## src/rtl/bin_pack_pkg.sv

```systemverilog
// bin_pack_pkg: shared state type, constants and sizing helpers for bin_pixel_packer
package bin_pack_pkg;
   typedef enum logic [1:0] {IDLE, ACTIVE, FLUSH} state_t;
   localparam logic [15:0] DROP_CNT_MAX = 16'hFFFF;
   function automatic int words_per_line(input int img_w, input int word_w);
      return (img_w + word_w - 1) / word_w;
   endfunction
   function automatic int bitcnt_w(input int word_w);
      return $clog2(word_w);
   endfunction
endpackage

```

## src/rtl/pack_out_reg.sv

```systemverilog
// pack_out_reg: single-entry valid/ready output register; a word arriving while a stalled word is held is dropped
module pack_out_reg
   import bin_pack_pkg::*;
#(
   parameter int WORD_W = 16
)(
   input  logic              i_clk,
   input  logic              i_rst,
   input  logic              i_vld,
   input  logic [WORD_W-1:0] i_data,
   input  logic              i_ready,
   output logic [WORD_W-1:0] o_data,
   output logic              o_valid,
   output logic              o_load,
   output logic              o_ovf,
   output logic [15:0]       o_drop_cnt
);
   logic [WORD_W-1:0] r_data;
   logic              r_valid;
   logic              r_ovf;
   logic [15:0]       r_drop_cnt;
   logic              w_free;
   logic              w_drop;
   assign w_free = !r_valid || i_ready;
   assign o_load = i_vld && w_free;
   assign w_drop = i_vld && !w_free;
   always_ff @(posedge i_clk) begin
      if (i_rst) begin
         r_data     <= '0;
         r_valid    <= 1'b0;
         r_ovf      <= 1'b0;
         r_drop_cnt <= '0;
      end else begin
         if (o_load) begin
            r_data  <= i_data;
            r_valid <= 1'b1;
         end else if (i_ready) begin
            r_valid <= 1'b0;
         end
         if (w_drop) begin
            r_ovf <= 1'b1;
            if (r_drop_cnt != DROP_CNT_MAX) r_drop_cnt <= r_drop_cnt + 16'd1;
         end
      end
   end
   assign o_data     = r_data;
   assign o_valid    = r_valid;
   assign o_ovf      = r_ovf;
   assign o_drop_cnt = r_drop_cnt;
endmodule

```

## src/rtl/bin_pixel_packer.sv

```systemverilog
// bin_pixel_packer: thresholds pixels to 1 bit and packs WORD_W of them per word behind a valid/ready output
// Defining PACKER_ROWSUM_EN adds oROW_SUM/oROW_SUM_VLD, the count of 1-bits in each completed line
module bin_pixel_packer
   import bin_pack_pkg::*;
#(
   parameter int WORD_W = 16,
   parameter int IMG_W  = 640,
   parameter int IMG_H  = 480
)(
   input  logic              iCLK,
   input  logic              iRST,
   input  logic              iFVAL,
   input  logic              iDVAL,
   input  logic [11:0]       iDATA,
   input  logic [11:0]       iThreshold,
   input  logic              iREADY,
   output logic [WORD_W-1:0] oDATA,
   output logic              oVALID,
   output logic              oEOL,
   output logic              oEOF,
   output logic              oOVF,
   output logic [15:0]       oDROP_CNT,
`ifdef PACKER_ROWSUM_EN
   output logic [9:0]        oROW_SUM,
   output logic              oROW_SUM_VLD,
`endif
   output logic [15:0]       oFrame_Cont
);
   localparam int BITCNT_W = bitcnt_w(WORD_W);
   localparam int X_W      = $clog2(IMG_W);
   localparam int Y_W      = $clog2(IMG_H + 1);
   state_t              r_state, w_next;
   logic                r_fval;
   logic [X_W-1:0]      r_x;
   logic [Y_W-1:0]      r_y;
   logic [BITCNT_W-1:0] r_bit;
   logic [WORD_W-1:0]   r_shift, w_shift_nx, r_pend_data;
   logic                r_pend, r_pend_eol, r_pend_eof, r_eol, r_eof;
   logic [15:0]         r_frames;
   logic                w_bit, w_pix, w_line_end, w_done, w_flush, w_load, w_eof_evt;
   assign w_bit      = iDATA > iThreshold;
   assign w_pix      = r_state == ACTIVE && iFVAL && iDVAL && r_y != Y_W'(IMG_H);
   assign w_line_end = r_x == X_W'(IMG_W - 1);
   assign w_done     = w_line_end || r_bit == BITCNT_W'(WORD_W - 1);
   assign w_shift_nx = r_shift | (WORD_W'(w_bit) << r_bit);
   assign w_flush    = r_state == FLUSH;
   // a flush with nothing buffered still closes the frame if its last line never completed
   assign w_eof_evt  = r_pend_eof && (!r_pend || w_load);
   // sampled even in reset so a frame already running at release shows no rising edge
   always_ff @(posedge iCLK) r_fval <= iFVAL;
   always_ff @(posedge iCLK) r_state <= iRST ? IDLE : w_next;
   always_comb begin
      w_next = r_state;
      w_next = (r_state == IDLE && iFVAL && !r_fval) ? ACTIVE :
               (r_state == ACTIVE && !iFVAL)         ? FLUSH  :
               w_flush                               ? IDLE   : r_state;
   end
   always_ff @(posedge iCLK) begin
      if (iRST || r_state != ACTIVE) begin
         r_x     <= '0;
         r_y     <= '0;
         r_bit   <= '0;
         r_shift <= '0;
      end else if (w_pix) begin
         r_x     <= w_line_end ? '0 : r_x + X_W'(1);
         r_y     <= r_y + Y_W'(w_line_end);
         r_bit   <= w_done ? '0 : r_bit + BITCNT_W'(1);
         r_shift <= w_done ? '0 : w_shift_nx;
      end
   end
   always_ff @(posedge iCLK) begin
      if (iRST) begin
         r_pend      <= 1'b0;
         r_pend_data <= '0;
         r_pend_eol  <= 1'b0;
         r_pend_eof  <= 1'b0;
      end else begin
         r_pend      <= (w_pix && w_done) || (w_flush && r_bit != '0);
         r_pend_data <= w_flush ? r_shift : w_shift_nx;
         r_pend_eol  <= w_pix && w_line_end;
         r_pend_eof  <= (w_pix && w_line_end && r_y == Y_W'(IMG_H - 1)) || (w_flush && r_y != Y_W'(IMG_H));
      end
   end
   always_ff @(posedge iCLK) begin
      if (iRST) begin
         r_eol    <= 1'b0;
         r_eof    <= 1'b0;
         r_frames <= '0;
      end else begin
         r_eol    <= r_pend && r_pend_eol && w_load;
         r_eof    <= w_eof_evt;
         r_frames <= r_frames + 16'(w_eof_evt);
      end
   end
   pack_out_reg #(.WORD_W(WORD_W)) u_out (
      .i_clk      (iCLK),
      .i_rst      (iRST),
      .i_vld      (r_pend),
      .i_data     (r_pend_data),
      .i_ready    (iREADY),
      .o_data     (oDATA),
      .o_valid    (oVALID),
      .o_load     (w_load),
      .o_ovf      (oOVF),
      .o_drop_cnt (oDROP_CNT)
   );
   assign oEOL        = r_eol;
   assign oEOF        = r_eof;
   assign oFrame_Cont = r_frames;
`ifdef PACKER_ROWSUM_EN
   logic [9:0] r_row_cnt, r_row_pend, r_row_sum;
   logic       r_row_vld;
   always_ff @(posedge iCLK) begin
      if (iRST) begin
         r_row_cnt  <= '0;
         r_row_pend <= '0;
         r_row_sum  <= '0;
         r_row_vld  <= 1'b0;
      end else begin
         if (r_state != ACTIVE) r_row_cnt <= '0;
         else if (w_pix) begin
            r_row_cnt <= w_line_end ? '0 : r_row_cnt + 10'(w_bit);
            if (w_line_end) r_row_pend <= r_row_cnt + 10'(w_bit);
         end
         r_row_vld <= r_pend && r_pend_eol && w_load;
         if (r_pend && r_pend_eol && w_load) r_row_sum <= r_row_pend;
      end
   end
   assign oROW_SUM     = r_row_sum;
   assign oROW_SUM_VLD = r_row_vld;
`endif
endmodule

```

## config.mk

```make
export PLATFORM = sky130hd
export DESIGN_NAME = bin_pixel_packer
export DESIGN_NICKNAME = d
export VERILOG_FILES = /design/src/rtl/bin_pack_pkg.sv /design/src/rtl/pack_out_reg.sv /design/src/rtl/bin_pixel_packer.sv
export SDC_FILE = /design/constraint.sdc
export NUM_CORES = 1
export LEC_CHECK = 0
export ABC_CLOCK_PERIOD_IN_PS = 2650
export CORE_ASPECT_RATIO = 2
export CORE_MARGIN = 1.5
export CORE_UTILIZATION = 45
export DETAILED_ROUTE_END_ITERATION = 12
export PLACE_DENSITY = 0.72
export SETUP_SLACK_MARGIN = 0.3
export SKIP_CTS_REPAIR_TIMING = 1
export SYNTH_ARGS = -nofsm -noshare
export SYNTH_HDL_FRONTEND = slang
export SYNTH_SLANG_ARGS = --single-unit
```

## constraint.sdc

```tcl
create_clock -name iCLK -period 2.65 [get_ports iCLK]
set_input_delay 0.53 -clock iCLK [delete_from_list [all_inputs] [get_ports iCLK]]
set_output_delay 0.53 -clock iCLK [all_outputs]
set_load 0.02 [all_outputs]
```

Word level (Yosys, flattened, before mapping)
Cells that the tools add are included.
{"block": "word_totals", "ff_bits": 113, "inputBits": 29, "output_inout_bits": 52, "wordCells": 77}
{"block": "op_classes", "addsub": 5, "order_cmp": 1, "n_eq_ne": 8, "n_shift": 1, "muxes": 9, "bitwise": 1, "reduce_logical": 34}
{"cell": "16-bit two-way mux", "count": 2}
{"cell": "16-bit by 1-bit adder with 16-bit output", "count": 1}
{"cell": "16-bit by 1-bit adder with 16-bit output, second input constant", "count": 1}
{"cell": "1-bit logical AND", "count": 16}
{"cell": "16-bit inequality test, second input constant", "count": 1}
{"cell": "16-bit bitwise OR", "count": 1}
{"cell": "1-bit by 4-bit << shifter with 16-bit output", "count": 1}
{"cell": "12-bit greater-than comparator", "count": 1}
{"cell": "10-bit by 1-bit adder with 10-bit output, second input constant", "count": 1}
{"cell": "10-bit == test, second input constant", "count": 1}
{"cell": "10-bit two-way mux", "count": 1}
{"cell": "9-bit by 1-bit adder with 9-bit output", "count": 1}
{"cell": "9-bit == test, second input constant", "count": 1}
{"cell": "9-bit inequality test, second input constant", "count": 1}
{"cell": "1-bit logical OR", "count": 6}
{"cell": "1-bit zero test", "count": 5}
{"cell": "4-bit by 1-bit adder with 4-bit output, second input constant", "count": 1}
{"cell": "4-bit == test, second input constant", "count": 1}
{"cell": "2-bit two-way mux", "count": 2}
{"cell": "4-bit two-way mux", "count": 1}
{"cell": "2-bit nonzero test", "count": 2}
{"cell": "4-bit nonzero test", "count": 1}
{"cell": "1-bit two-way mux", "count": 3}
{"cell": "3-bit nonzero test", "count": 1}
{"cell": "other kinds (6)", "count": 6}

Longest topological paths before layout
{"block": "logic_depth", "word_depth": 7, "ltp_mapped": 9, "depth_no_buf": 9}

Hierarchy
A second synthesis with hierarchy kept.
{"block": "unflattened", "cells_unflattened": 568, "hier_area_um2": 4981.0}
{"mod": "bin_pixel_packer", "instances": 1, "cells_each": 397, "area_per_inst_um2": 3554.7, "seq_area_each_um2": 1581.5}
{"mod": "pack_out_reg", "instances": 1, "cells_each": 171, "area_per_inst_um2": 1426.4, "seq_area_each_um2": 680.7}

Worst setup path before layout
OpenSTA, ideal clock, no wires.
{"block": "synth_timing", "path_kind": "in2reg", "start": "input port iREADY", "end": "register r_frames[14], in the netlist oFrame_Cont[14]", "setup_time_ns": 0.128, "arrival_time_ns": 2.001, "required_ns": 2.522, "slack_ns": 0.522, "stages": 9, "path_buffers": 0, "path_cell_list": "nand3b_1 and2_1 ha_1 ha_1 and2_0 and3_1 nand4_1 xor2_1 nor2_1"}
{"block": "synth_between", "elab_chain_cells": 5}
{"element": "from (decl)", "line": "bin_pixel_packer.sv:16", "text": "input logic iREADY,"}
{"element": "1-bit logical OR", "line": "pack_out_reg.sv:24", "text": "assign w_free = !r_valid || i_ready;"}
{"element": "1-bit logical AND", "line": "pack_out_reg.sv:25", "text": "assign o_load = i_vld && w_free;"}
{"element": "1-bit logical OR", "line": "bin_pixel_packer.sv:48", "text": "assign w_eof_evt = r_pend_eof && (!r_pend || w_load);"}
{"element": "1-bit logical AND", "line": "bin_pixel_packer.sv:48"}
{"element": "named net w_eof_evt", "line": "bin_pixel_packer.sv:40", "text": "logic w_bit, w_pix, w_line_end, w_done, w_flush, w_load, w_eof_evt;"}
{"element": "16-bit by 1-bit adder with 16-bit output", "line": "bin_pixel_packer.sv:92", "text": "r_frames <= r_frames + 16'(w_eof_evt);"}
{"element": "to (signal assigned)", "line": "bin_pixel_packer.sv:92"}
{"element": "to (decl)", "line": "bin_pixel_packer.sv:39", "text": "logic [15:0] r_frames;"}
The timed path passes the listed nets, and every way through them passes these cells.
A chain may end at the register's enable or synchronous reset.

Final worst setup path
Ends and elaborated chain as after synthesis.

==> metrics.csv <==
metric;value;unit
dr.pass1.iters;4;
status;finished, final reports clean;
clkSlewWorstSetupHoldPaths;0.05;ns
r2r-end;r_shift[7];
ys_warn_count;0;
hp-start;r_pend_data[1];
synth_ff_type;dfxtp_1;
core-area;0.01095;mm^2
routed_via_density;5.292;
worst-r2r-cell-count;5;
critPathBufInv;1;
powerDensity;649.8;mW/mm^2
drive_gt1_share;8.517;%
relSlewSlack;29.22;%
end_kind;flip-flop;
htree_levels;4;
grt_first_pass_wirelength;19480;um
max_freq;455.4;MHz
synth-simple-area-share;25.25;%
drt_wl_total;11430;um
rsz0062_at_grt;false;
cp_data_arrival_time;2.47;ns
finalHoldViolCount;0;
ys_top_cells_by_area;dfxtp_1 45%, ha_1 5.0%, nand2_1 4.8%;
tightest_slew;1.062;ns
grt_max_degree;46;
path_cells;clkdlybuf4s50_1 > nand3b_1 > and2_1 > ha_1 > ha_1 > and2_1 > and3_1 > nand4_1 > xor2_1 > nor2_1;
crit_start;iREADY;
crit_path_start_kind;input pin;
numCtsBuffers;17;
rows;54;
clock_latency;0.40;ns
synth_compound_area_share;12.17;%
holdWs;0.4320;ns
grt_overflow;0;
critPathTopFamily;simple AND/OR/NAND/NOR gates;
wl_per_cell;13.92;um
nets;717;
ir_drop;487.8;uV
muxShareOfSynthArea;0.1982;%
cts_buffer_depth;2;
yosysTopAreaCell;dfxtp_1;
critical-path-slowest-cell;clkdlybuf4s50_1;
r2r-start;r_y[3];
fin_crit;2.196;ns
crit_cells;10;
setup_tns;0;ns
drtIter0Drc;199;
cp_max_fo;6;
antenna_found_initial;0;
crit_required;2.92;ns
postSynthCellCount;587;
ys_seq_area_share;44.80;%
cp_slowest_stage_delay;0.42;ns
finClkSkew;0.008682;ns
synth_top_family_by_area;simple AND/OR/NAND/NOR gates;
detailedPlacementHpwl;8227;um
track_usage;19.90;%
syn_avg_cell_area;8.603;um^2
io_buffer_count;80;
drv_cap;0;
r2r_slack;0.46;ns
synth_xor_area_share;7.805;%
dieArea;0.01190;mm^2
ys_types;49;
numClockSinks;113;
yosys.area_share.adder;4.955;%
yosysTopAreaCellShare;44.80;%
period_share;82.86;%
via_count;4345;
endpoint;oFrame_Cont[14];
cts_tree;yes;
io_pins;81;
antenna_left;0;
leakagePower;0.002305;uW
criticalPathCategory;input pin to flip-flop;
setup_viol;0;
synth-edff-count;0;
diodes;0;
gp_congestion;0.8552;
start_util;46.14;%
die_h;152.8;um
maxSlewViolCount;0;
cts_root_buf;clkbuf_16;
hp-class;flip-flop to flip-flop;
grt_pass1_vias;4343;
synth_area;0.005050;mm^2
synth-seq-cells;113;
ys_async_sr_fraction;0;%
area_growth;31.47;%
die_w;77.91;um
drcViolationCount;0;
synth_nets;636;
-- placed cells by master (no fill, tap or decap), drive strengths merged, types with 2 or more instances in the layout --
cell / Yosys / layout
bufinv: 0 / 4
buf: 10 / 11
nand3b: 2 / 2
a211oi: 2 / 2
nor2b: 5 / 5
inv: 33 / 34
a21oi: 50 / 50
nand4: 22 / 22
nor2: 59 / 59
clkdlybuf4s50: 0 / 79
nor3: 30 / 30
nand2: 65 / 65
and3: 7 / 7
clkbuf: 18 / 22
o22ai: 16 / 16
or3: 18 / 18
nand2b: 6 / 6
dfxtp: 113 / 113
clkinv: 0 / 5
and4b: 2 / 2
nand3: 16 / 16
o211ai: 19 / 19
xor2: 24 / 24
and2: 5 / 5
xnor2: 21 / 21
nor4: 5 / 5
ha: 20 / 20
and4: 4 / 4
-- synth_stat cells (2+ instances only) --
master / count
or3_1: 17
o22ai_1: 16
nor2b_1: 5
a21oi_2: 3
dfxtp_1: 113
nand2b_1: 6
nor4_1: 4
and2_1: 4
o211ai_1: 18
xor2_1: 24
and4_1: 3
clkbuf_1: 18
inv_1: 33
nand2_1: 65
buf_2: 6
xnor2_1: 21
a211oi_1: 2
buf_1: 2
nor3_1: 30
and4b_1: 2
nand3b_1: 2
a21oi_1: 47
ha_1: 20
nor2_1: 59
nand4_1: 21
nand3_1: 16
buf_4: 2
and3_1: 7
-- final cells by class --
cell class / count / area [um^2]
Clock buffer: 22 / 484.2
Clock inverter: 10 / 153.9
Fill cell: 967 / 4307
Inverter: 33 / 123.9
Multi-Input combinational cell: 413 / 2556
Sequential cell: 113 / 2262
Tap cell: 140 / 175.2
Timing Repair Buffer: 90 / 883.3
-- how the worst min path moves through the flow --
| stage | slack [ns] | depth (start not counted) | end |
|---|---|---|---|
| after floorplan | 0.42 | 2 | u_out.o_data[0] |
| after global placement | 0.42 | 2 | u_out.o_data[15] |
| after detailed placement | 0.43 | 2 | u_out.o_data[5] |
| after CTS | 0.43 | 2 | u_out.o_data[6] |
| after global routing | 0.44 | 2 | u_out.o_data[1] |
| final | 0.43 | 2 | u_out.o_data[1] |
-- per-stage QoR --
stage	instances	setup WS [ns]	area, um^2	power, uW	util, %
floorplan	587	0.5219	5050	1842	-
global placement	789	0.04570	5988	1923	54.71
detailed placement	789	0.02827	5988	1929	54.71
CTS	821	0.4048	6626	4341	60.54
global route	821	0.3167	6639	4441	60.65
finish	821	0.4541	6639	4314	60.65
-- state kept, by name (all words and copies together) (netlist names) --
| name | flops |
|---|---|
| r_bit | 4 |
| r_pend_eof | 1 |
| u_out.o_valid | 1 |
| u_out.o_ovf | 1 |
| r_pend | 1 |
| r_fval | 1 |
| oEOF | 1 |
| r_y | 9 |
| oFrame_Cont | 16 |
| u_out.o_data | 16 |
| r_pend_eol | 1 |
| oEOL | 1 |
| r_pend_data | 16 |
| r_shift | 16 |
| u_out.o_drop_cnt | 16 |
| r_state | 2 |
| r_x | 10 |
-- tightest hold or removal path: cells and delay by family (launching register included) --
| kind | cells | cell delay [ns] |
|---|---|---|
| AND/OR/NAND/NOR | 1 | 0.05 |
| AO/OA/AOI/OAI | 1 | 0.05 |
| flip-flops | 1 | 0.29 |
-- power breakdown --
part           switching, uW  leakage (uW)  internal [uW]
combinational            101       0.00107           86.0
clock                    753      0.000320           1670
sequential              2.20      0.000910           1710
total                    855       0.00231           3460
-- logic make-up after synthesis --
family                   count (synthesis)
multiplexers                             1
buffers and inverters                   61
AND/OR/NAND/NOR                        252
adder cells (fa/ha/maj)                 20
AO/OA/AOI/OAI                           95
XOR/XNOR                                45
flip-flops                             113
-- metal layers --
metal,vias up,global-route usage (%),part of all wire (%)
met3,17,4.179,3.2
met5,-,0,0
li1,2202,-,-
met2,106,38.26,57
met1,2020,20.05,38
met4,0,8.163,1.9
Note: power is estimated with default switching activity, not from simulation.
